$ cat src/rtl/mem_ctrl.sv
// mem_ctrl: single-port data memory with valid/ready requests, byte-lane writes,
// configurable read latency, out-of-range error responses and a post-reset clear.
module mem_ctrl #(
  parameter int DATA_W         = 16,
  parameter int ADDR_W         = 16,
  parameter int DEPTH          = 256,
  parameter int RD_LAT         = 1,
  parameter int CLEAR_ON_RESET = 1
) (
  input  logic                clk,
  input  logic                rst_n,
  input  logic                req_valid,
  output logic                req_ready,
  input  logic                req_we,
  input  logic [ADDR_W-1:0]   req_addr,
  input  logic [DATA_W-1:0]   req_wdata,
  input  logic [DATA_W/8-1:0] req_be,
  output logic                rsp_valid,
  output logic [DATA_W-1:0]   rsp_rdata,
  output logic                rsp_err,
  output logic                busy
);
  localparam int BW = DATA_W / 8;
  localparam int IW = DEPTH > 1 ? $clog2(DEPTH) : 1;
  typedef enum logic [1:0] {CLEAR, IDLE, RD_WAIT} state_t;
  state_t state;
  logic [DATA_W-1:0] mem [DEPTH];
  logic [IW-1:0] ptr, idx;
  logic [1:0] cnt;
  logic [DATA_W-1:0] hold, word;
  logic hold_err, oor, acc;
  assign idx  = req_addr[IW-1:0];
  assign oor  = {1'b0, req_addr} >= (ADDR_W+1)'(DEPTH);
  assign acc  = rst_n && req_valid && req_ready;
  assign word = oor ? '0 : mem[idx];
  always_ff @(posedge clk)
    if (rst_n && state == CLEAR) mem[ptr] <= '0;
    else if (acc && req_we && !oor)
      for (int i = 0; i < BW; i++)
        if (req_be[i]) mem[idx][8*i +: 8] <= req_wdata[8*i +: 8];
  // The last RD_WAIT edge returns to IDLE while raising rsp_valid, so the response
  // cycle already presents req_ready = 1 and a new request can be taken in it.
  always_ff @(posedge clk) begin
    if (!rst_n) begin
      state     <= CLEAR_ON_RESET != 0 ? CLEAR : IDLE;
      ptr       <= '0;
      cnt       <= '0;
      hold      <= '0;
      hold_err  <= 1'b0;
      req_ready <= 1'b0;
      rsp_valid <= 1'b0;
      rsp_rdata <= '0;
      rsp_err   <= 1'b0;
      busy      <= CLEAR_ON_RESET != 0;
    end else begin
      rsp_valid <= 1'b0;
      rsp_err   <= 1'b0;
      case (state)
        CLEAR: begin
          ptr <= ptr + IW'(1);
          if (ptr == IW'(DEPTH - 1)) begin
            state     <= IDLE;
            busy      <= 1'b0;
            req_ready <= 1'b1;
          end
        end
        IDLE: begin
          req_ready <= 1'b1;
          if (acc && req_we) begin
            rsp_valid <= 1'b1;
            rsp_err   <= oor;
          end else if (acc && RD_LAT == 1) begin
            rsp_valid <= 1'b1;
            rsp_err   <= oor;
            rsp_rdata <= word;
          end else if (acc) begin
            state     <= RD_WAIT;
            cnt       <= 2'(RD_LAT - 1);
            hold      <= word;
            hold_err  <= oor;
            req_ready <= 1'b0;
          end
        end
        RD_WAIT: begin
          cnt <= cnt - 2'd1;
          if (cnt == 2'd1) begin
            state     <= IDLE;
            rsp_valid <= 1'b1;
            rsp_rdata <= hold;
            rsp_err   <= hold_err;
            req_ready <= 1'b1;
          end
        end
        default: state <= IDLE;
      endcase
    end
  end
endmodule

$ cat config.mk
export PLATFORM = sky130hd
export DESIGN_NAME = mem_ctrl
export DESIGN_NICKNAME = d
export VERILOG_FILES = /design/src/rtl/mem_ctrl.sv
export SDC_FILE = /design/constraint.sdc
export NUM_CORES = 2
export LEC_CHECK = 0
export CAP_MARGIN = 10
export CORE_MARGIN = 3
export CORE_UTILIZATION = 55
export CTS_BUF_LIST = sky130_fd_sc_hd__clkbuf_16
export CTS_CLUSTER_DIAMETER = 120
export DETAILED_ROUTE_END_ITERATION = 12
export PLACE_DENSITY_LB_ADDON = 0.05
export RECOVER_POWER = 50
export SLEW_MARGIN = 20
export SYNTH_ARGS = -nofsm -noshare
export SYNTH_HDL_FRONTEND = slang
export SYNTH_SLANG_ARGS = --single-unit
$ cat constraint.sdc
create_clock -name clk -period 11.2 [get_ports clk]
set_input_delay 1.12 -clock clk [delete_from_list [all_inputs] [get_ports clk]]
set_output_delay 1.12 -clock clk [all_outputs]
set_load 0.01 [all_outputs]
## Yosys cells after proc, flatten, opt, wreduce, memory -nomap -nowiden

Memory sizes are Yosys's and may differ from the RTL's.
Index checks and enable logic that the tools add are counted.

- Register bits: 32
- RAM bits: 4096
- Bits of input ports: 38
- Output and inout bits: 20
- Word-level logic and storage cells: 66
- Memories: 1

- $add $sub $neg: 2
- Order comparisons: 1
- Equality and inequality tests: 8
- Mux-type cells: 30
- Bitwise logic cells: 1
- Reduce and logical (&&, ||, !) cells: 15

Memory list:

| memory | depth | bits a word | rd ports | clocked after Yosys merged registers in | write ports | line | text |
|---|---|---|---|---|---|---|---|
| mem | 256 | 16 | 1 | 0 | 1 | 27 | `logic [DATA_W-1:0] mem [DEPTH];` |

Operators with widths:

| kind | count |
|---|---|
| $mux W16 | 5 |
| $pmux W16 S2 | 1 |
| $mux W1 | 17 |
| $ge A16 B9 Y1 const B | 1 |
| $reduce_or A16 Y1 | 1 |
| $add A8 B1 Y8 const B | 1 |
| $eq A8 B8 Y1 const B | 1 |
| $mux W8 | 1 |
| $mux W2 | 3 |
| $ne A2 B2 Y1 const B | 3 |
| $pmux W2 S3 | 1 |
| $reduce_and A3 Y1 | 2 |
| $logic_and A1 B1 Y1 | 5 |
| $eq A2 B1 Y1 const B | 2 |
| $reduce_and A2 Y1 | 2 |
| $reduce_and A4 Y1 | 1 |
| $pmux W1 S3 | 1 |
| $reduce_bool A3 Y1 | 1 |
| $eq A2 B2 Y1 const B | 1 |
| $logic_not A2 Y1 | 1 |
| $ne A2 B1 Y1 const B | 1 |
| $pmux W1 S2 | 1 |
| $reduce_bool A2 Y1 | 1 |
| $sub A2 B1 Y2 const B | 1 |
| other kinds (2) | 2 |

## Depth between registers and ports, before layout

- Word-level depth: 9
- Gate-level depth with buffers: 13
- Gate-level depth less buffers: 7

## Worst setup path before layout

No wires, ideal clock.

- Kind: input to register
- Start: input req_addr[15]
- End: memory mem[0][10] (data pin)
- Library setup time: 0.875 ns
- Arrival time: 5.789 ns
- Required time: 10.325 ns
- Path slack: 4.536 ns
- Stages: 6
- Path buffers: 2
- Path through: or4_1 -> nor2_1 -> and3_2 -> clkbuf_1 -> clkbuf_1 -> and3_1

- Longest elaborated chain between the ends: 8
- Elaborated cells on any way between the ends: 11
- Classes of those cells: 1 x order compare; 7 x mux; 3 x reduce/logical

RTL lines:

| item | line | text |
|---|---|---|
| from (decl) | 15 | `input logic [ADDR_W-1:0] req_addr,` |
| $ge A16 B9 Y1 (*) | 33 | `assign oor = {1'b0, req_addr} >= (ADDR_W+1)'(DEPTH);` |
| $logic_not A1 Y1 (*) | 38 | `else if (acc && req_we && !oor)` |
| $logic_and A1 B1 Y1 (*) | 38 |  |
| $mux W1 | 38 |  |
| $mux W1 | 37 | `if (rst_n && state == CLEAR) mem[ptr] <= '0;` |
| $mux W1 (not written as such) | 40 | `if (req_be[i]) mem[idx][8*i +: 8] <= req_wdata[8*i +: 8];` |
| $reduce_or A16 Y1 (no source line) (*) | - |  |
| $mux W16 (no source line) (*) | - |  |
| to (decl) | 27 |  |

Every way passes the cells marked *; elsewhere a longest branch is shown, timed or not.

## Worst setup path in the final report

- Start: input req_addr[15]
- End: memory mem[181][14] (data pin)

The elaborated chain is that of the path after synthesis.

==> reports/results.txt <==
crit path launch type: input port
drt drc: 0
WL final: 495 mm
clk_skew: 0.0388 ns
Final Hold Fails: 0
setup TNS: 0 ns
Pint: 24.8 mW
minimum clock period: 7.91 ns
Detail Route Antenna Nets: 0
initial core utilization: 0.554
class of the worst hold path: flop to flop
combinational cell fraction of total power: 0.038
Post-synth top flop: edfxtp_1
Skew-Pair Late Insertion Delay: 0.97 ns
crit path max-delay cell type: clkbuf_1
syn nets: 7714
routed via count: 83900
worst path cell trace: dlygate4sd3_1 -> or4_1 -> nor2_1 -> and3_1 -> and3_1 -> clkbuf_1
WL/cell: 40.9 um
total track usage: 0.335
max-cap violations: 51
part of the power in registers: 0.532
gr busiest metal: met2
vias in the first global route: 81200
violated checks: capacitance limit, slew limit
H-tree depth: 5
status: complete, but fails checks
Root Driver: clkbuf_16
met3 Usage GRT: 0.0873
top post-synthesis cells by area: edfxtp_1 (77%), mux4_2 (12%), mux2i_1 (2.0%)
global-route wire length before repair: 681 mm
initial antenna violation count: 24
crit path max fanout: 63
Resized Gates After CTS: 0
Fmax: 0.126 GHz
port buffer count: 57
Finish-stage setup viols: 0
Switch Pwr: 6.67 mW
core area: 289000 sq um
Post-synth EDFFs: 4096
Rows: 197
GR Util met2: 0.496
Mapped Cells: 7675
maximum VDD drop: 0.160 mV
Tot Pwr: 31.5 mW
Tightest Pin Transition: 4.36 ns
Final period util: 0.706
clk slew on worst S/H paths: 0.06 ns
Max clock buf depth: 4
leak pwr: 61.9 nW
DIE HEIGHT: 545 um
PD cells: 177 nW/um^2
Vias per Instance: 6.93
cell area after synthesis: 160000 sq um
Post-synth ARST share: 0
Crit Path Class: input port to flop
Synth cell types: 74
Switching Fraction: 0.212
DP Cell Count: 11300
delay of the slowest critical-path stage: 2.59 ns
Final Max Slew Viols: 2658
Synth area leader: edfxtp_1
CTS tree: done
critical path's top delay family: simple AND/OR/NAND/NOR gates
I/O Pins: 58
gr ovfl total: 0
critical path arrival: 8.15 ns
DP HPWL: 298 mm
GPL Wtd Cong: 0.910
die footprint: 297000 sq um
Iter 0 DRT Violations: 13800
Num CTS Buffers: 408
pre-CTS WS: 4.71 ns
Die Span X: 545 um
area grow syn2layout: 11.1%
post-synth top area share: 0.770
# clock sinks: 4125
Crit. End Element: flop
DR pass1 iterations: 6
ratio of cells with drive above 1 in the final layout: 0.212
largest net degree at the start of global routing: 151
Setup Fix Bufs, Post-CTS: 0
Syn Area/Cell: 20.8 sq um
Finished Layout Cells: 12100
Setup WS post-layout: 3.29 ns
most common cell after layout, fill and taps aside: edfxtp_1
Seq cells post-synth: 4125
clock share of power: 0.431
WP buf/inv: 2
Worst slew margin: -1.91
Seq/Total Area, Yosys: 0.773
met1 GRT Util: 0.489
Syn. warnings: 0
CTS Hold Buffers Added: 0
RSZ-0062 raised after global routing: false
CP dominant cell by count: and3_1
Nets: 7900
required time worst endpoint: 11.44 ns
most frequent cells in the layout: edfxtp_1 (4096), mux4_2 (885), nor2_1 (590)
-- cells by family after synthesis --
group | Yosys count | synth area share
AO/OA/AOI/OAI | 718 | 0.0313
AND/OR/NAND/NOR | 1099 | 0.0296
flip-flops | 4125 | 0.773
XOR/XNOR | 4 | 0.000219
buffers and inverters | 487 | 0.0176
multiplexers | 1241 | 0.148
adder cells (fa/ha/maj) | 1 | 0.0000783
-- metrics by stage --
stage               cell area (sq um)   util  hold slack [ns]
global route                   177000  0.615            0.508
global placement               165000  0.570            0.489
finish                         178000  0.615            0.485
detailed placement             165000  0.570            0.484
floorplan                      160000      -            0.478
CTS                            178000  0.616            0.492
-- cell usage after synthesis, drive strengths merged (30+ instances only) --
cell	instances
a221oi	34
and3	33
nor2	598
a21oi	99
a211oi	30
mux4	885
clkbuf	145
o21ai	54
a31oi	35
o221ai	51
mux2i	329
a22oi	152
o22ai	147
edfxtp	4096
buf	336
nand3	74
nor3	52
nand2	223
-- flip-flops by register name (all words and copies together) (netlist names) --
name / flops
rsp_valid: 1
state: 1
req_ready: 1
busy: 1
rsp_err: 1
ptr: 8
mem: 4096
rsp_rdata: 16
-- routing by layer --
metal / part of all wire / vias to the layer above
met5: 0.00012 / -
met4: 0.040 / 10
met3: 0.13 / 918
met2: 0.45 / 6151
met1: 0.38 / 44400
li1: - / 32400
-- worst min-delay path, stage by stage, from the launching register on --
cell and delay [ns]:
dfxtp_1 0.33, o31ai_1 0.07, nand2_1 0.05
-- path summary, 6_finish.rpt --
path                                          endpoint  depth (start not counted)  slack (ns)             startpoint
worst max register to register  mem[181][14]$_DFFE_PP_                          5        4.22  state[0]$_SDFFE_PN0P_
worst min register to register       busy$_SDFFE_PN1P_                          2        0.48      busy$_SDFFE_PN1P_
worst min-delay path                 busy$_SDFFE_PN1P_                          2        0.48      busy$_SDFFE_PN1P_
worst max-delay path            mem[181][14]$_DFFE_PP_                          6        3.29           req_addr[15]
-- cell type report --
type                       count  area, sq um
sequential                  4125       124000
fill                       20000       111000
multi-input combinational   3063        33700
clock buffer                 415        10400
tap                         3880         4850
clock inverter               325         2760
timing repair buffer         257         2140
antenna                       24         60.1
inverter                       6         31.3
-- power by group through the flow --
stage | registers (mW) | logic [mW] | clock network, mW
final | 16.7 | 1.18 | 13.6
after global routing | 16.7 | 1.20 | 14.3
after CTS | 16.7 | 1.16 | 13.6
after detailed placement | 17.0 | 1.16 | 0
after global placement | 17.1 | 1.16 | 0
after floorplan | 17.0 | 0.674 | 0
Power figures use the tool's default switching activity.
